File: src/rtl/power_sequence_scheduler_pkg.sv
// -----------------------------------------------------------------------------
// power_sequence_scheduler_pkg
// Shared definitions for the power sequence scheduler:
//   - state_t       : sequencing FSM states (idle, power-up steps, power-down
//                     steps, completion)
//   - DEFAULT_*     : default domain count and settle/step delays
//   - next_index()  : round-robin pointer advance helper (wraps at the count)
// -----------------------------------------------------------------------------
package power_sequence_scheduler_pkg;

  typedef enum logic [3:0] {
    IDLE   = 4'd0,
    PU_PWR = 4'd1,
    PU_RST = 4'd2,
    PU_ISO = 4'd3,
    PU_CLK = 4'd4,
    PD_CLK = 4'd5,
    PD_ISO = 4'd6,
    PD_RST = 4'd7,
    PD_PWR = 4'd8,
    DONE   = 4'd9
  } state_t;

  localparam int DEFAULT_DOMAIN_COUNT  = 4;
  localparam int DEFAULT_SETTLE_CYCLES = 16;
  localparam int DEFAULT_STEP_CYCLES   = 2;

  // Index following 'idx' in a ring of 'count' entries.
  function automatic int next_index(input int idx, input int count);
    return (idx >= count - 1) ? 0 : idx + 1;
  endfunction

endpackage

File: src/rtl/power_sequence_scheduler_rr_arbiter.sv
// -----------------------------------------------------------------------------
// rr_arbiter
// Purely combinational round-robin arbiter. The search starts at 'ptr' and
// walks upward (wrapping) through 'req'; the first set bit wins.
// Ports:
//   req    in  N      request vector
//   ptr    in  IDX_W  highest-priority index for this arbitration
//   grant  out N      one-hot grant (all zero when nothing requested)
//   idx    out IDX_W  index of the granted request
//   valid  out 1      at least one request present
// -----------------------------------------------------------------------------
module rr_arbiter #(
  parameter int N     = 4,
  parameter int IDX_W = $clog2(N)
) (
  input  logic [N-1:0]     req,
  input  logic [IDX_W-1:0] ptr,
  output logic [N-1:0]     grant,
  output logic [IDX_W-1:0] idx,
  output logic             valid
);

  int               cand;
  logic [IDX_W-1:0] cand_idx;

  // Walk offsets from farthest to nearest so the nearest requester
  // (lowest offset from ptr) is the last writer and therefore wins.
  always_comb begin
    idx      = '0;
    valid    = 1'b0;
    cand     = 0;
    cand_idx = '0;
    for (int off = N - 1; off >= 0; off--) begin
      cand = int'(ptr) + off;
      if (cand >= N) begin
        cand = cand - N;
      end
      cand_idx = IDX_W'(cand);
      if (req[cand_idx]) begin
        valid = 1'b1;
        idx   = cand_idx;
      end
    end
  end

  genvar gi;
  generate
    for (gi = 0; gi < N; gi++) begin : g_grant
      assign grant[gi] = valid && (idx == IDX_W'(gi));
    end
  endgenerate

endmodule

File: src/rtl/power_sequence_scheduler.sv
// -----------------------------------------------------------------------------
// power_sequence_scheduler
// Serialises per-domain power-up / power-down requests so that only one domain
// switches at a time. Each granted domain is walked through a fixed safe order
// of power switch, reset, isolation and clock enables with settle delays.
// Ports:
//   clk                  in   1      clock
//   rst_n                in   1      synchronous reset, active low
//   req_valid            in   N      per-domain request level, held until req_done
//   req_on               in   N      requested target (1=on), sampled at grant
//   req_done             out  N      one-cycle completion pulse
//   domain_power_on      out  N      power switch enable
//   domain_isolation_on  out  N      output isolation clamp enable
//   domain_reset_n       out  N      domain reset, active low
//   domain_clock_on      out  N      domain clock gate enable
//   domain_status        out  N      1=fully on, 0=fully off
//   domain_transition    out  N      granted domain currently sequencing
//   busy                 out  1      FSM not idle
//   active_idx           out  IDX_W  granted domain index (valid while busy)
// -----------------------------------------------------------------------------
module power_sequence_scheduler
  import power_sequence_scheduler_pkg::*;
#(
  parameter int DOMAIN_COUNT  = DEFAULT_DOMAIN_COUNT,
  parameter int SETTLE_CYCLES = DEFAULT_SETTLE_CYCLES,
  parameter int STEP_CYCLES   = DEFAULT_STEP_CYCLES,
  localparam int N            = DOMAIN_COUNT,
  localparam int IDX_W        = $clog2(DOMAIN_COUNT),
  localparam int CNT_W        = $clog2(SETTLE_CYCLES + 1)
) (
  input  logic             clk,
  input  logic             rst_n,
  input  logic [N-1:0]     req_valid,
  input  logic [N-1:0]     req_on,
  output logic [N-1:0]     req_done,
  output logic [N-1:0]     domain_power_on,
  output logic [N-1:0]     domain_isolation_on,
  output logic [N-1:0]     domain_reset_n,
  output logic [N-1:0]     domain_clock_on,
  output logic [N-1:0]     domain_status,
  output logic [N-1:0]     domain_transition,
  output logic             busy,
  output logic [IDX_W-1:0] active_idx
);

  // Counter reload values: a state held for D cycles loads D-1 on entry and
  // leaves when the counter reads zero. The step delay is expected to be no
  // longer than the settle delay, which sizes the counter.
  localparam logic [CNT_W-1:0] SETTLE_LOAD = CNT_W'(SETTLE_CYCLES - 1);
  localparam logic [CNT_W-1:0] STEP_LOAD   = CNT_W'(STEP_CYCLES - 1);
  localparam logic [CNT_W-1:0] CNT_ONE     = CNT_W'(1);

  state_t           state_reg,  state_next;
  logic [CNT_W-1:0] cnt_reg,    cnt_next;
  logic [IDX_W-1:0] ptr_reg,    ptr_next;
  logic [IDX_W-1:0] active_reg, active_next;
  logic [N-1:0]     power_reg,  power_next;
  logic [N-1:0]     iso_reg,    iso_next;
  logic [N-1:0]     rstn_reg,   rstn_next;
  logic [N-1:0]     clken_reg,  clken_next;
  logic [N-1:0]     status_reg, status_next;
  logic [N-1:0]     trans_reg,  trans_next;
  logic [N-1:0]     done_reg,   done_next;

  logic [N-1:0]     grant_vec;
  logic [IDX_W-1:0] grant_idx;
  logic             grant_valid;
  logic             cnt_zero;

  rr_arbiter #(
    .N     (N),
    .IDX_W (IDX_W)
  ) u_arbiter (
    .req   (req_valid),
    .ptr   (ptr_reg),
    .grant (grant_vec),
    .idx   (grant_idx),
    .valid (grant_valid)
  );

  assign cnt_zero = (cnt_reg == '0);

  // Every output change is made on the transition into the state that owns
  // it, so each control edge appears in the first cycle of that state.
  always_comb begin
    state_next  = state_reg;
    cnt_next    = cnt_reg;
    ptr_next    = ptr_reg;
    active_next = active_reg;
    power_next  = power_reg;
    iso_next    = iso_reg;
    rstn_next   = rstn_reg;
    clken_next  = clken_reg;
    status_next = status_reg;
    trans_next  = trans_reg;
    done_next   = '0;

    case (state_reg)
      IDLE: begin
        if (grant_valid) begin
          active_next = grant_idx;
          ptr_next    = IDX_W'(next_index(int'(grant_idx), N));
          trans_next  = grant_vec;
          if (req_on[grant_idx] == status_reg[grant_idx]) begin
            // Already in the requested state: acknowledge without touching
            // any control output.
            state_next = DONE;
            done_next  = grant_vec;
          end else if (req_on[grant_idx]) begin
            state_next = PU_PWR;
            power_next = power_reg | grant_vec;
            cnt_next   = SETTLE_LOAD;
          end else begin
            state_next = PD_CLK;
            clken_next = clken_reg & ~grant_vec;
            cnt_next   = STEP_LOAD;
          end
        end
      end

      PU_PWR: begin
        if (cnt_zero) begin
          state_next            = PU_RST;
          rstn_next[active_reg] = 1'b1;
          cnt_next              = STEP_LOAD;
        end else begin
          cnt_next = cnt_reg - CNT_ONE;
        end
      end

      PU_RST: begin
        if (cnt_zero) begin
          state_next           = PU_ISO;
          iso_next[active_reg] = 1'b0;
          cnt_next             = STEP_LOAD;
        end else begin
          cnt_next = cnt_reg - CNT_ONE;
        end
      end

      PU_ISO: begin
        if (cnt_zero) begin
          state_next             = PU_CLK;
          clken_next[active_reg] = 1'b1;
          cnt_next               = '0;
        end else begin
          cnt_next = cnt_reg - CNT_ONE;
        end
      end

      PU_CLK: begin
        if (cnt_zero) begin
          state_next              = DONE;
          status_next[active_reg] = 1'b1;
          done_next[active_reg]   = 1'b1;
        end else begin
          cnt_next = cnt_reg - CNT_ONE;
        end
      end

      PD_CLK: begin
        if (cnt_zero) begin
          state_next           = PD_ISO;
          iso_next[active_reg] = 1'b1;
          cnt_next             = STEP_LOAD;
        end else begin
          cnt_next = cnt_reg - CNT_ONE;
        end
      end

      PD_ISO: begin
        if (cnt_zero) begin
          state_next            = PD_RST;
          rstn_next[active_reg] = 1'b0;
          cnt_next              = STEP_LOAD;
        end else begin
          cnt_next = cnt_reg - CNT_ONE;
        end
      end

      PD_RST: begin
        if (cnt_zero) begin
          state_next             = PD_PWR;
          power_next[active_reg] = 1'b0;
          cnt_next               = SETTLE_LOAD;
        end else begin
          cnt_next = cnt_reg - CNT_ONE;
        end
      end

      PD_PWR: begin
        if (cnt_zero) begin
          state_next              = DONE;
          status_next[active_reg] = 1'b0;
          done_next[active_reg]   = 1'b1;
        end else begin
          cnt_next = cnt_reg - CNT_ONE;
        end
      end

      DONE: begin
        // Always pass through IDLE so arbitration gets its own cycle.
        state_next = IDLE;
        trans_next = '0;
      end

      default: begin
        state_next = IDLE;
        trans_next = '0;
      end
    endcase
  end

  always_ff @(posedge clk) begin
    if (!rst_n) begin
      state_reg  <= IDLE;
      cnt_reg    <= '0;
      ptr_reg    <= '0;
      active_reg <= '0;
      power_reg  <= '0;
      iso_reg    <= '1;
      rstn_reg   <= '0;
      clken_reg  <= '0;
      status_reg <= '0;
      trans_reg  <= '0;
      done_reg   <= '0;
    end else begin
      state_reg  <= state_next;
      cnt_reg    <= cnt_next;
      ptr_reg    <= ptr_next;
      active_reg <= active_next;
      power_reg  <= power_next;
      iso_reg    <= iso_next;
      rstn_reg   <= rstn_next;
      clken_reg  <= clken_next;
      status_reg <= status_next;
      trans_reg  <= trans_next;
      done_reg   <= done_next;
    end
  end

  assign req_done            = done_reg;
  assign domain_power_on     = power_reg;
  assign domain_isolation_on = iso_reg;
  assign domain_reset_n      = rstn_reg;
  assign domain_clock_on     = clken_reg;
  assign domain_status       = status_reg;
  assign domain_transition   = trans_reg;
  assign busy                = (state_reg != IDLE);
  assign active_idx          = active_reg;

endmodule

File: config.mk
export PLATFORM = sky130hd
export DESIGN_NAME = power_sequence_scheduler
export DESIGN_NICKNAME = d
export VERILOG_FILES = /design/src/rtl/power_sequence_scheduler_pkg.sv /design/src/rtl/power_sequence_scheduler_rr_arbiter.sv /design/src/rtl/power_sequence_scheduler.sv
export SDC_FILE = /design/constraint.sdc
export NUM_CORES = 1
export LEC_CHECK = 0
export ABC_AREA = 0
export CAP_MARGIN = 20
export CELL_PAD_IN_SITES_DETAIL_PLACEMENT = 0
export CELL_PAD_IN_SITES_GLOBAL_PLACEMENT = 1
export CORE_MARGIN = 2
export CORE_UTILIZATION = 37
export DETAILED_ROUTE_END_ITERATION = 8
export HOLD_SLACK_MARGIN = 0.02
export PLACE_DENSITY_LB_ADDON = 0.05
export SLEW_MARGIN = 15
export SYNTH_ARGS = -nofsm -noshare
export SYNTH_HDL_FRONTEND = slang
export SYNTH_SLANG_ARGS = --single-unit
export TNS_END_PERCENT = 30
File: constraint.sdc
create_clock -name clk -period 6.85 [get_ports clk]
set_clock_uncertainty 0.1 [all_clocks]
set_input_delay 1.0275 -clock clk [delete_from_list [all_inputs] [get_ports clk]]
set_output_delay 1.0275 -clock clk [all_outputs]
set_load 0.005 [all_outputs]
=== Word level (Yosys, flattened, before mapping) ===
Index checks and enable logic that the tools add are counted.

* Output and inout port bits: 31
* Word-level logic and storage cells: 169
* Flip-flop bits (word level): 41
* Bits of input ports: 10

* Bitwise gates (word level): 13
* Reductions and logical operators: 27
* $lt $le $gt $ge: 12
* Add/subtract/negate cells: 9
* Eq/ne operators: 26
* Multiplexer cells: 71

{| class="wikitable"
|+ Operator list
! kind !! count
|-
| two-way mux 4 bit || 28
|-
| one-hot mux 4 bit (2 select lines) || 7
|-
| one-hot mux 4 bit (8 select lines) || 1
|-
| two-way mux 5 bit || 6
|-
| one-hot mux 5 bit (5 select lines) || 1
|-
| != test 2 bit, second input constant || 12
|-
| bitwise AND 4 bit || 5
|-
| OR 4 bit || 5
|-
| < comparator 2 x 3 -> 1 bit, second input constant || 6
|-
| two-way mux 2 bit || 9
|-
| equality test 4 x 3 -> 1 bit, second input constant || 4
|-
| binary-select mux 1 bit (select 2 bit) || 6
|-
| two-way mux 1 bit || 11
|-
| AND reduction 5 bit || 2
|-
| nonzero test 2 bit || 5
|-
| >= comparator 3 bit, second input constant || 3
|-
| AND reduction 3 bit || 3
|-
| equality test 4 x 2 -> 1 bit, second input constant || 2
|-
| inverter 4 bit || 2
|-
| AND reduction 8 bit || 1
|-
| OR reduction 8 bit || 1
|-
| subtractor 2 x 1 -> 2 bit, second input constant || 4
|-
| adder 2 x 2 -> 3 bit, second input constant || 2
|-
| logical AND 1 bit || 5
|-
| other kinds (24) || 27
|}

=== Logic depth before layout (Yosys ltp) ===
Gate-level depths: netlist (run 1).

* Word-level depth: 17
* Gate-level depth with buffers: 14
* Gate-level depth less buffers: 14

=== By module ===
From an unflattened synthesis (run 1), not the netlist that was laid out.

* Cell total of the unflattened synthesis: 283
* Area total of the unflattened synthesis: 2302.2 sq um

{| class="wikitable"
|+ Modules (own cells, without submodules)
! module !! instances !! cells each !! sequential area each (sq um) !! area an instance (sq um)
|-
| power_sequence_scheduler || 1 || 250 || 820.8 || 2090.8
|-
| rr_arbiter || 1 || 33 || 0.0 || 211.5
|}

=== Least setup slack after synthesis (run 1) ===
No wires, ideal clock.

* Path kind: input port to flip-flop
* Start point: input port req_valid[0]
* End point: register cnt_reg[4]
* Data arrival time: 3.184 ns
* Setup slack: 3.450 ns
* Setup time: 0.115 ns
* Cell stages on the path: 12
* Buffers on the path: 0
* Data required time: 6.635 ns
* Path through: nor2b_1 -> o21ba_2 -> nor2_1 -> mux2_2 -> nor2_1 -> a21oi_1 -> ha_1 -> inv_1 -> a32oi_1 -> o22ai_2 -> o21ai_0 -> and3_1

* Cells in the longest elaborated chain, start to end: 11
* Elaborated cells on any way between the ends: 24
* Those cells by class: 3 x eq/ne; 20 x mux; 1 x reduce/logical

{| class="wikitable"
|+ RTL lines
! element !! RTL line !! RTL
|-
| from (decl) || power_sequence_scheduler.sv:33 || <nowiki>input logic [N-1:0] req_valid,</nowiki>
|-
| binary-select mux 1 bit (select 2 bit) || power_sequence_scheduler_rr_arbiter.sv:39 || <nowiki>if (req[cand_idx]) begin</nowiki>
|-
| two-way mux 1 bit (implied by the code) || power_sequence_scheduler_rr_arbiter.sv:39 ||
|-
| two-way mux 2 bit (3 in a row) || power_sequence_scheduler_rr_arbiter.sv:39 ||
|-
| two-way mux 2 bit * || power_sequence_scheduler_rr_arbiter.sv:39 ||
|-
| via grant_idx[1] || power_sequence_scheduler.sv:66 || <nowiki>logic [IDX_W-1:0] grant_idx;</nowiki>
|-
| binary-select mux 1 bit (select 2 bit) || power_sequence_scheduler.sv:104 || <nowiki>if (req_on[grant_idx] == status_reg[grant_idx]) begin</nowiki>
|-
| two-way mux 1 bit (implied by the code) || power_sequence_scheduler.sv:104 ||
|-
| equality test 1 bit * || power_sequence_scheduler.sv:104 ||
|-
| != test 2 bit (no line) * || - ||
|-
| AND reduction 4 bit (no line) * || - ||
|-
| to (signal assigned) || power_sequence_scheduler.sv:229 || <nowiki>cnt_reg <= cnt_next;</nowiki>
|-
| to (decl) || power_sequence_scheduler.sv:54 || <nowiki>logic [CNT_W-1:0] cnt_reg, cnt_next;</nowiki>
|}

The timed path passes the listed nets; every way through them passes the cells marked *. The select of a mux whose other input is x is not followed.
A chain may end at the register's enable or synchronous reset.

=== Worst setup path after layout (run 1) ===
* Start point: input port req_valid[2]
* End point: register cnt_reg[2]

* Cells in the longest elaborated chain, start to end: 12
* Elaborated cells on any way between the ends: 28
* Those cells by class: 3 x eq/ne; 24 x mux; 1 x reduce/logical

{| class="wikitable"
|+ RTL lines
! element !! RTL line !! RTL
|-
| binary-select mux 1 bit (select 2 bit) || power_sequence_scheduler_rr_arbiter.sv:39 ||
|-
| two-way mux 1 bit (implied by the code) || power_sequence_scheduler_rr_arbiter.sv:39 ||
|-
| two-way mux 2 bit (3 in a row) || power_sequence_scheduler_rr_arbiter.sv:39 ||
|-
| two-way mux 2 bit * || power_sequence_scheduler_rr_arbiter.sv:39 ||
|-
| via grant_idx[1] || power_sequence_scheduler.sv:66 ||
|-
| binary-select mux 1 bit (select 2 bit) || power_sequence_scheduler.sv:104, power_sequence_scheduler.sv:109 ||
|-
| two-way mux 1 bit (implied by the code) || power_sequence_scheduler.sv:104, power_sequence_scheduler.sv:109 ||
|-
| two-way mux 4 bit || power_sequence_scheduler.sv:109 || <nowiki>end else if (req_on[grant_idx]) begin</nowiki>
|-
| two-way mux 5 bit || power_sequence_scheduler.sv:104 ||
|-
| two-way mux 5 bit || power_sequence_scheduler.sv:100 || <nowiki>if (grant_valid) begin</nowiki>
|-
| one-hot mux 5 bit (5 select lines) || power_sequence_scheduler.sv:98 || <nowiki>case (state_reg)</nowiki>
|}

Marks and branches as above.

==> results of run 1 <==
## Yosys cell counts (all sizes together), types with 2 or more instances
master / instances / area [sq um]
a41o: 4 / 40.0
nor3b: 2 / 15.0
nor3: 14 / 91.3
xor2: 2 / 17.5
nor4: 2 / 18.8
o31ai: 2 / 15.0
a211oi: 5 / 42.5
ha: 6 / 75.1
nor2b: 8 / 50.1
a221oi: 2 / 17.5
o211ai: 3 / 22.5
a31oi: 10 / 68.8
mux2i: 6 / 60.1
a21oi: 25 / 125
clkbuf: 8 / 30.0
and3: 2 / 12.5
buf: 6 / 41.3
o32ai: 2 / 32.5
nand2: 34 / 130
nand2b: 4 / 25.0
or2: 2 / 12.5
a22oi: 4 / 30.0
o21ai: 27 / 135
nand3: 9 / 55.1
a32oi: 2 / 17.5
dfxtp: 41 / 821
o22ai: 2 / 18.8
inv: 13 / 48.8
or3: 2 / 17.5
nor2: 37 / 141
a211o: 2 / 17.5
## metal layers
| metal | vias up | part of all wire | GRT usage |
|---|---|---|---|
| met4 | 0 | 0.0093 | 0.0548 |
| met1 | 1129 | 0.51 | 0.300 |
| met5 | - | 0 | 0 |
| met2 | 52 | 0.45 | 0.320 |
| met3 | 7 | 0.037 | 0.0334 |
| li1 | 1172 | - | - |
## report_power, final
part | switching, W | internal (W) | leakage [nW]
registers | 0.0000842 | 0.000286 | 0.334
clock network | 0.0000896 | 0.000145 | 0.0681
logic | 0.000369 | 0.000252 | 0.686
total | 0.000543 | 0.000683 | 1.09
## critical path, delay by kind of cell
family | cells | cell delay, ns
buffers and inverters | 2 | 0.67
AO/OA/AOI/OAI | 5 | 0.87
AND/OR/NAND/NOR | 4 | 0.91
adder cells (fa/ha/maj) | 1 | 0.32
multiplexers | 1 | 0.39
## layout make-up
type                       instances  area [sq um]  area share
multi-input combinational        236          1450       0.490
sequential                        41           821       0.278
timing repair buffer              40           400       0.136
tap                               77          96.3      0.0326
clock buffer                       5          68.8      0.0233
clock inverter                     3          65.1      0.0220
inverter                          14          52.6      0.0178
## cell families after synthesis
family          synth area share
compound gates             0.274
flops                      0.343
fa+ha+maj                 0.0314
mux                       0.0298
xor+xnor                  0.0110
buf+inv                   0.0518
simple gates               0.259
## through the flow
| step | setup WS (ns) | utilization |
|---|---|---|
| 4_1_cts | 2.85 | 0.467 |
| 5_1_grt | 2.48 | 0.467 |
| 6_report | 2.77 | 0.467 |
| 3_3_place_gp | 2.60 | 0.446 |
| 2_1_floorplan | 3.45 | - |
| 3_5_place_dp | 2.53 | 0.446 |
## final timing paths
check | to | slack, ns | cells after the start
min reg2reg | flop | 0.40 | 2
min | flop | 0.40 | 2
max | cnt_reg[2]$_SDFFE_PN0P_ | 2.77 | 13
max reg2reg | cnt_reg[2]$_SDFFE_PN0P_ | 3.64 | 12
## placed cells by master, fill, tap and decap left out, drive strengths merged, types with 3 or more instances in the layout
cell type	Yosys	routed
dfxtp	41	41
clkdlybuf4s50	0	40
nor2	37	37
nand2	34	34
o21ai	27	27
a21oi	25	25
nor3	14	14
inv	13	13
a31oi	10	10
nand3	9	9
nor2b	8	8
mux2i	6	6
ha	6	6
clkbuf	8	5
a211oi	5	5
a41o	4	4
nand2b	4	4
a22oi	4	4
o211ai	3	3
==> parameters.txt, run 1 <==
Parameter                              Value

Run status
  Outcome ... complete, no violations

STA
  Min cycle time layout ... 4.08 ns
  Highest Clock Rate ... 245 MHz
  Post-Route Hold Slack ... 0.398 ns
  Setup TNS Final ... 0 ns
  Final count of negative-setup-slack endpoints ... 0
  Number of hold violations in the final report ... 0
  RSZ-0062 raised after global routing ... no
  Slew Limit Fails ... 0
  Max_slew headroom ... 0.334
  Final Cycle Share ... 0.596
  Slew at the pin closest to its max-slew limit ... 0.997 ns

Global routing
  Wire length of the first global-routing pass ... 11700 um
  Total routing usage reported by global routing ... 0.207
  Number of global-route vias before repair ... 2254
  Global-route congestion overflow total ... 0
  Antenna violations before repair ... 0
  Pin count of the biggest net entering global routing ... 29

Critical path
  Required arrival time at the worst endpoint ... 6.95 ns
  CP startpoint kind ... primary input
  Start point of the critical path ... req_valid[2]
  Maximum cell stage delay along the critical path ... 0.57 ns
  WS Path Type ... primary input to flop
  Critical R2R Launch ... ptr_reg[1]$_SDFFE_PN0P_
  Crit path top cell by count ... nor2_1
  WP data arrival ... 4.18 ns
  Slowest-stage cell, CP ... clkdlybuf4s50_1
  Kind of capture point of the worst setup path ... flop
  Largest fanout on the critical path ... 10
  List of cells traversed by the critical path ... clkdlybuf4s50_1 > nor2b_1 > a221oi_1 > nor2_1 > mux2_2 > nor2_1 > a21oi_1 > ha_1 > inv_1 > a32oi_1 > o22ai_2 > nand4_1 > a31oi_1

Routing
  Number of iterations in the first detailed-routing pass ... 4
  Mean number of vias per cell ... 5.67
  Wirelength, routed ... 7190 um
  Starting DRT DRC Count ... 114
  DR WL/cell ... 17.3 um
  Detailed-route via count ... 2360
  Count of nets left with antenna violations after detail routing ... 0
  Number of remaining DRC errors ... 0

Clock tree
  CTS tree ... yes
  Number of CTS-inserted buffers ... 5
  H-Tree Level Count ... 2
  Max Buffers Root-to-Sink ... 2
  Hold_buf cts ... 0
  Root buffer cell ... clkbuf_8
  CTS sink cnt ... 41
  Number of cells upsized or downsized after cts ... 0
  Post-CTS setup buffer count ... 0
  Post-CTS clock slew at the launch and capture registers of the worst setup and hold paths ... 0.08 ns
  Clk Latency, worst-skew pair ... 0.29 ns

Yosys
  Number of flops mapped to enable cells by yosys ... 0
  Number of standard cells after synthesis ... 305
  Total of flip-flops plus latches after synthesis ... 41
  Portion of the post-synthesis area used by sequential elements ... 0.343
  Synth Area per Inst ... 7.84 sq um
  Share of async-settable or async-resettable flops after synthesis ... 0
  Main synth FF type ... dfxtp_1
  Area of the mapped netlist ... 2390 sq um
  Total nets after synthesis ... 321
  Synth cell types ... 63
  Count of warnings emitted by yosys ... 0

Layout
  Final design instance area without fill ... 2950 sq um
  Number of fill cells in the layout ... 662
  Count of inserted antenna diode cells ... 0
  Proportion of layout cells with a drive suffix above 1 ... 0.0796
  Final Net Count ... 354
  Area growth syn-to-layout ... 23.4%
  Number of standard cells in the final layout excluding fillers ... 416

Floorplan
  Die Footprint ... 7130 sq um
  Site row count ... 29
  Initial standard-cell utilization of the core ... 0.379
  Die Wd ... 84.4 um
  Die height ... 84.4 um
  Top-level port count ... 41
  Core ar. ... 6310 sq um

Placed design
  Placer's final routability congestion estimate ... 0.824
  Area post-placement ... 2820 sq um
  Post-Place Cells ... 408
  Number of buffers inserted by port buffering ... 40
  Total half-perimeter wirelength after legalization and detailed placement ... 5200 um

Job
  # Max-Cap Violations ... 0

Hold path
  Path type of the worst min-delay path ... flop to flop

Power
  Peak supply drop ... 0.000237 V
  LEAKAGE ... 1.09 nW
  Total power after layout ... 0.00123 W
  Power density over the cells ... 415 nW/um^2
No activity file was read; power rests on OpenSTA's default activity.
==> run 2, diff against run 1 <==
CORE_UTILIZATION = 35   (was 37)
clock period = 3.55 ns   (was 6.85 ns; I/O delays follow)
==> run 2 against run 1 <==
Register-to-register slack worse by 3.0 ns. Total power is 88% higher. Critical endpoint unchanged. Via count is 3.0% higher. Wire length is 0.28% higher. Final area is 3.2% higher. Non-clock buffer count is 17 higher. Combinational power is 110% higher. Worst setup slack worse by 2.5 ns. Die area is 5.4% higher. Sequential power is 80% higher.
==> parameters.txt, run 2 (synthesis gave the netlist of run 1 again) <==
Parameter                              Value

Routing
  Starting DRT DRC Count ... 166 (was 114)
  Mean number of vias per cell ... 5.59 (was 5.67)
  DR WL/cell ... 16.6 um (was 17.3 um)
  Number of iterations in the first detailed-routing pass ... 4 (unchanged)
  Detailed-route via count ... 2431 (was 2360)
  Wirelength, routed ... 7210 um (was 7190 um)
  Number of remaining DRC errors ... 0 (unchanged)
  Count of nets left with antenna violations after detail routing ... 0 (unchanged)

Clock tree
  Root buffer cell ... clkbuf_8 (unchanged)
  H-Tree Level Count ... 2 (unchanged)
  CTS sink cnt ... 41 (unchanged)
  Post-CTS setup buffer count ... 0 (unchanged)
  Max Buffers Root-to-Sink ... 2 (unchanged)
  Hold_buf cts ... 0 (unchanged)
  CTS tree ... yes (unchanged)
  Number of CTS-inserted buffers ... 5 (unchanged)
  Post-CTS clock slew at the launch and capture registers of the worst setup and hold paths ... 0.08 ns (about the same)
  Clk Latency, worst-skew pair ... 0.30 ns (was 0.29 ns)

Floorplan
  Die height ... 86.7 um (was 84.4 um)
  Die Wd ... 86.7 um (was 84.4 um)
  Site row count ... 30 (was 29)
  Core ar. ... 6720 sq um (was 6310 sq um)
  Die Footprint ... 7510 sq um (was 7130 sq um)
  Top-level port count ... 41 (unchanged)
  Initial standard-cell utilization of the core ... 0.356 (was 0.379)

Critical path
  Largest fanout on the critical path ... 10 (unchanged)
  Required arrival time at the worst endpoint ... 3.62 ns (was 6.95 ns)
  WP data arrival ... 3.37 ns (was 4.18 ns)
  WS Path Type ... primary input to flop (unchanged)
  CP startpoint kind ... primary input (unchanged)
  Kind of capture point of the worst setup path ... flop (unchanged)

Power
  Net Sw Power ... 0.00105 W (was 0.000543 W)
  Fraction of power spent switching nets ... 0.454 (was 0.443)
  Peak supply drop ... 0.000281 V (was 0.000237 V)
  Sequential share of power ... 0.289 (was 0.302)
  Power density over the cells ... 757 nW/um^2 (was 415 nW/um^2)
  Clock Power Share ... 0.138 (was 0.191)
  Combinational share of power ... 0.572 (was 0.507)
  Internal power ... 0.00126 W (was 0.000683 W)
  LEAKAGE ... 1.15 nW (was 1.09 nW)

Run status
  Outcome ... complete, no violations (unchanged)

Placed design
  Number of buffers inserted by port buffering ... 40 (unchanged)
  Total half-perimeter wirelength after legalization and detailed placement ... 5310 um (was 5200 um)
  Worst slack at placement ... -0.0457 ns (was 2.53 ns)
  Placer's final routability congestion estimate ... 0.831 (was 0.824)

Layout
  Final core utilization ... 0.453 (was 0.467)
  Count of inserted antenna diode cells ... 0 (unchanged)
  Final Net Count ... 371 (was 354)
  Area growth syn-to-layout ... 27.3% (was 23.4%)
  Proportion of layout cells with a drive suffix above 1 ... 0.124 (was 0.0796)
  Most frequent standard cell in the layout excluding fill and tap cells ... dfxtp_1 (unchanged)
  Most used cells in the layout excluding fill and tap cells ... dfxtp_1, clkdlybuf4s50_1, nor2_1 (unchanged)

STA
  Final count of negative-setup-slack endpoints ... 0 (unchanged)
  Min cycle time layout ... 3.30 ns
  Slew Limit Fails ... 0 (unchanged)
  RSZ-0062 raised after global routing ... yes (was no)
  Final Cycle Share ... 0.928
  Highest Clock Rate ... 303 MHz
  Max_slew headroom ... 0.528 (was 0.334)
  Slew at the pin closest to its max-slew limit ... 0.702 ns (was 0.997 ns)
  Minimum setup slack in the final design ... 0.255 ns (was 2.77 ns)
  Number of hold violations in the final report ... 0 (unchanged)

Global routing
  Antenna violations before repair ... 0 (unchanged)
  Pin count of the biggest net entering global routing ... 28 (was 29)
  Global-route congestion overflow total ... 0 (unchanged)
  Total routing usage reported by global routing ... 0.205 (was 0.207)
  Number of global-route vias before repair ... 2275 (was 2254)
  Wire length of the first global-routing pass ... 11900 um (was 11700 um)

Hold path
  Path type of the worst min-delay path ... flop to flop (unchanged)

Job
  # Max-Cap Violations ... 0 (unchanged)
-- run 2: path summary, 6_finish.rpt --
path	endpoint	slack (ns)	from	cells after the start
setup reg to reg	cnt_reg[2]$_SDFFE_PN0P_	0.63	ptr_reg[1]$_SDFFE_PN0P_	14
hold reg to reg	flop	0.40	flop	2
hold / removal	flop	0.40	flop	2
setup / recovery	cnt_reg[2]$_SDFFE_PN0P_	0.25	req_valid[2]	14
-- run 2: final cells by class --
type | instances | area, sq um
fillers | 703 | 3670
multi-input cells | 236 | 1450
clock buffers | 6 | 82.6
repair buffers | 57 | 528
well taps | 80 | 100
flip-flops and latches | 41 | 821
inverters | 14 | 52.6
clock inverters | 1 | 7.51
-- run 2: what timing repair did --
| item | CTS | global route |
|---|---|---|
| gates resized for setup | 0 | 1 |
| endpoints found under the hold margin | 0 | 0 |
| setup endpoints to repair | 0 | 2 |
-- run 2: critical path: stages --
cell             delay, ns
clkdlybuf4s50_1       0.53
nor2b_1               0.26
a221oi_2              0.11
nor2_1                0.20
mux2_2                0.36
nor2_1                0.08
a21oi_1               0.05
ha_1                  0.33
inv_1                 0.10
a32oi_1               0.12
o22ai_2               0.36
inv_1                 0.08
o21ai_0               0.17
a31oi_1               0.09
-- run 2: stage by stage --
stage | cells | cell area [sq um] | power [W] | TNS [ns] | hold WS (ns)
floorplan | 305 | 2390 | 0.00156 | 0 | 0.375
detailed placement | 428 | 2950 | 0.00198 | -0.0457 | 0.375
finish | 435 | 3050 | 0.00231 | 0 | 0.399
CTS | 435 | 3040 | 0.00231 | 0 | 0.405
global placement | 428 | 2950 | 0.00200 | 0 | 0.379
global route | 435 | 3050 | 0.00251 | -0.00566 | 0.424
-- run 2: layer usage --
metal  vias up  wire length (um)  global-route usage
met5         -                 0                   0
met3        10               446              0.0429
li1       1208                 -                   -
met4         0               130              0.0682
met2        78              3270               0.313
met1      1135              3360               0.288
-- run 2: power by group through the flow --
stage          Sequential (W)  Clock (W)  Combinational, W
3_3_place_gp         0.000678          0           0.00132
2_1_floorplan        0.000623          0          0.000937
4_1_cts              0.000668   0.000330           0.00132
3_5_place_dp         0.000678          0           0.00131
5_1_grt              0.000685   0.000355           0.00147
6_report             0.000667   0.000319           0.00132
==> run 3, diff against run 2 <==
CORE_ASPECT_RATIO = 1.25   (was unset)
==> run 3 against run 2 <==
Critical path depth shrank 1. Hold slack lost 0.012 ns. Clock power shrank 7.8%. Critical endpoint is now domain_clock_on[0]$_SDFFE_PN0P_. Largest cell class unchanged. Largest power group unchanged.
==> parameters.txt, run 3 (synthesis gave the netlist of run 1 again) <==
Parameter                              Value

Run status
  Outcome ... complete, no violations (unchanged)

Clock tree
  Post-CTS setup buffer count ... 0 (unchanged)
  Number of cells upsized or downsized after cts ... 0 (unchanged)
  Number of CTS-inserted buffers ... 5 (unchanged)
  CTS tree ... yes (unchanged)
  Root buffer cell ... clkbuf_8 (unchanged)
  Hold_buf cts ... 0 (unchanged)
  H-Tree Level Count ... 2 (unchanged)
  CTS sink cnt ... 41 (unchanged)
  Max Buffers Root-to-Sink ... 2 (unchanged)
  Post-CTS clock slew at the launch and capture registers of the worst setup and hold paths ... 0.08 ns (about the same)
  Clk Latency, worst-skew pair ... 0.30 ns (about the same)

Critical path
  Slowest-stage cell, CP ... clkdlybuf4s50_1 (unchanged)
  WP data arrival ... 3.32 ns (was 3.37 ns)
  Maximum cell stage delay along the critical path ... 0.51 ns (was 0.53 ns)
  Setup slack of the worst register-to-register path ... 0.65 ns (was 0.63 ns)
  Kind of capture point of the worst setup path ... flop (unchanged)
  Largest fanout on the critical path ... 5 (was 10)
  List of cells traversed by the critical path ... clkdlybuf4s50_1 > nand2_1 > a221oi_1 > o21ai_0 > nand3_1 > and2_1 > inv_1 > ha_1 > o32ai_2 > nand2_2 > nor3_2 > a31oi_1 > a211oi_2 (was clkdlybuf4s50_1 > nor2b_1 > a221oi_2 > nor2_1 > mux2_2 > nor2_1 > a21oi_1 > ha_1 > inv_1 > a32oi_1 > o22ai_2 > inv_1 > o21ai_0 > a31oi_1)
  Required arrival time at the worst endpoint ... 3.66 ns (was 3.62 ns)
  WS Path Type ... primary input to flop (unchanged)
  CP startpoint kind ... primary input (unchanged)

Routing
  Number of remaining DRC errors ... 0 (unchanged)
  Wirelength, routed ... 7530 um (was 7210 um)
  Mean number of vias per cell ... 5.49 (was 5.59)
  Detailed-route via count ... 2404 (was 2431)
  Count of nets left with antenna violations after detail routing ... 0 (unchanged)
  Starting DRT DRC Count ... 203 (was 166)
  DR WL/cell ... 17.2 um (was 16.6 um)
  Number of iterations in the first detailed-routing pass ... 5 (was 4)

Layout
  Final core utilization ... 0.458 (was 0.453)
  Area used by sequential logic in the layout ... 821 sq um (unchanged)
  Proportion of layout cells with a drive suffix above 1 ... 0.111 (was 0.124)
  Area of the multi-input gates ... 1470 sq um (was 1450 sq um)
  Count of inserted antenna diode cells ... 0 (unchanged)
  Most used cells in the layout excluding fill and tap cells ... dfxtp_1, clkdlybuf4s50_1, nor2_1 (unchanged)
  Area growth syn-to-layout ... 26.4% (was 27.3%)
  Final Net Count ... 368 (was 371)
  Number of standard cells in the final layout excluding fillers ... 438 (was 435)
  Number of fill cells in the layout ... 707 (was 703)
  Most frequent standard cell in the layout excluding fill and tap cells ... dfxtp_1 (unchanged)

Placed design
  Total half-perimeter wirelength after legalization and detailed placement ... 5450 um (was 5310 um)
  Worst slack at placement ... -0.00214 ns (was -0.0457 ns)
  Placer's final routability congestion estimate ... 0.805 (was 0.831)
  Post-Place Cells ... 431 (was 428)
  Number of buffers inserted by port buffering ... 40 (unchanged)

Hold path
  Path type of the worst min-delay path ... flop to flop (unchanged)

Power
  Power density over the cells ... 769 nW/um^2 (was 757 nW/um^2)
  Total power after layout ... 0.00232 W (was 0.00231 W)
  Peak supply drop ... 0.000273 V (was 0.000281 V)
  LEAKAGE ... 1.13 nW (was 1.15 nW)

Global routing
  Pin count of the biggest net entering global routing ... 28 (unchanged)
  Number of global-route vias before repair ... 2306 (was 2275)
  Total routing usage reported by global routing ... 0.209 (was 0.205)
  Antenna violations before repair ... 0 (unchanged)
  Global-route congestion overflow total ... 0 (unchanged)
  Wire length of the first global-routing pass ... 12200 um (was 11900 um)

STA
  RSZ-0062 raised after global routing ... no (was yes)
  Max_slew headroom ... 0.442 (was 0.528)
  Min cycle time layout ... 3.21 ns (was 3.30 ns)
  Minimum setup slack in the final design ... 0.341 ns (was 0.255 ns)
  Post-Route Hold Slack ... 0.387 ns (was 0.399 ns)
  Number of hold violations in the final report ... 0 (unchanged)
  Final Cycle Share ... 0.904 (was 0.928)
  Slew at the pin closest to its max-slew limit ... 0.836 ns (was 0.702 ns)
  Final count of negative-setup-slack endpoints ... 0 (unchanged)
  Highest Clock Rate ... 312 MHz (was 303 MHz)
  Slew Limit Fails ... 0 (unchanged)

Floorplan
  Die Footprint ... 7520 sq um (was 7510 sq um)
  Site row count ... 33 (was 30)
  Die height ... 96.4 um (was 86.7 um)
  Initial standard-cell utilization of the core ... 0.362 (was 0.356)
  Core ar. ... 6610 sq um (was 6720 sq um)
  Die Wd ... 77.9 um (was 86.7 um)
  Top-level port count ... 41 (unchanged)

Job
  # Max-Cap Violations ... 0 (unchanged)
[run 3: cell types whose count changed in the layout (fill, tap and decap cells not counted), sizes merged]
cell,previous run,this run
clkbuf,6,5
buf,17,13
clkinv,1,2
o22ai,2,3
clkinvlp,1,0
[run 3: per-layer routing]
metal / up-vias / part of all wire / global-route usage
li1: 1200 / - / -
met1: 1134 / 0.44 / 0.271
met2: 62 / 0.50 / 0.369
met3: 8 / 0.040 / 0.0232
met4: 0 / 0.014 / 0.0629
met5: - / 0 / 0
[run 3: worst paths after layout]
| path | startpoint | end | depth (start not counted) |
|---|---|---|---|
| worst max register to register | ptr_reg[1]$_SDFFE_PN0P_ | domain_clock_on[0]$_SDFFE_PN0P_ | 12 |
| worst min register to register | flop | flop | 2 |
| worst max-delay path | req_valid[0] | domain_clock_on[0]$_SDFFE_PN0P_ | 13 |
| worst min-delay path | flop | flop | 2 |
[run 3: per-stage QoR]
step           cell area (sq um)  setup TNS (ns)
4_1_cts                     3000               0
6_report                    3020               0
2_1_floorplan               2390               0
3_5_place_dp                2930        -0.00214
5_1_grt                     3020               0
3_3_place_gp                2930               0
[run 3: power by group]
group / internal (W) / switching [W]
logic: 0.000556 / 0.000784
clock network: 0.000130 / 0.000164
registers: 0.000552 / 0.000140
[run 3: area by class of cell]
class | instances | area share
clock inverter | 1 | 0.00165
multi-input combinational | 237 | 0.486
timing repair buffer | 53 | 0.165
inverter | 14 | 0.0174
sequential | 41 | 0.271
clock buffer | 5 | 0.0228
tap | 87 | 0.0360
[run 3: critical path: cells and delay by family]
family          cells  cell delay [ns]
simple gates        5             0.70
buf+inv             2             0.56
fa+ha+maj           1             0.34
compound gates      5             1.17
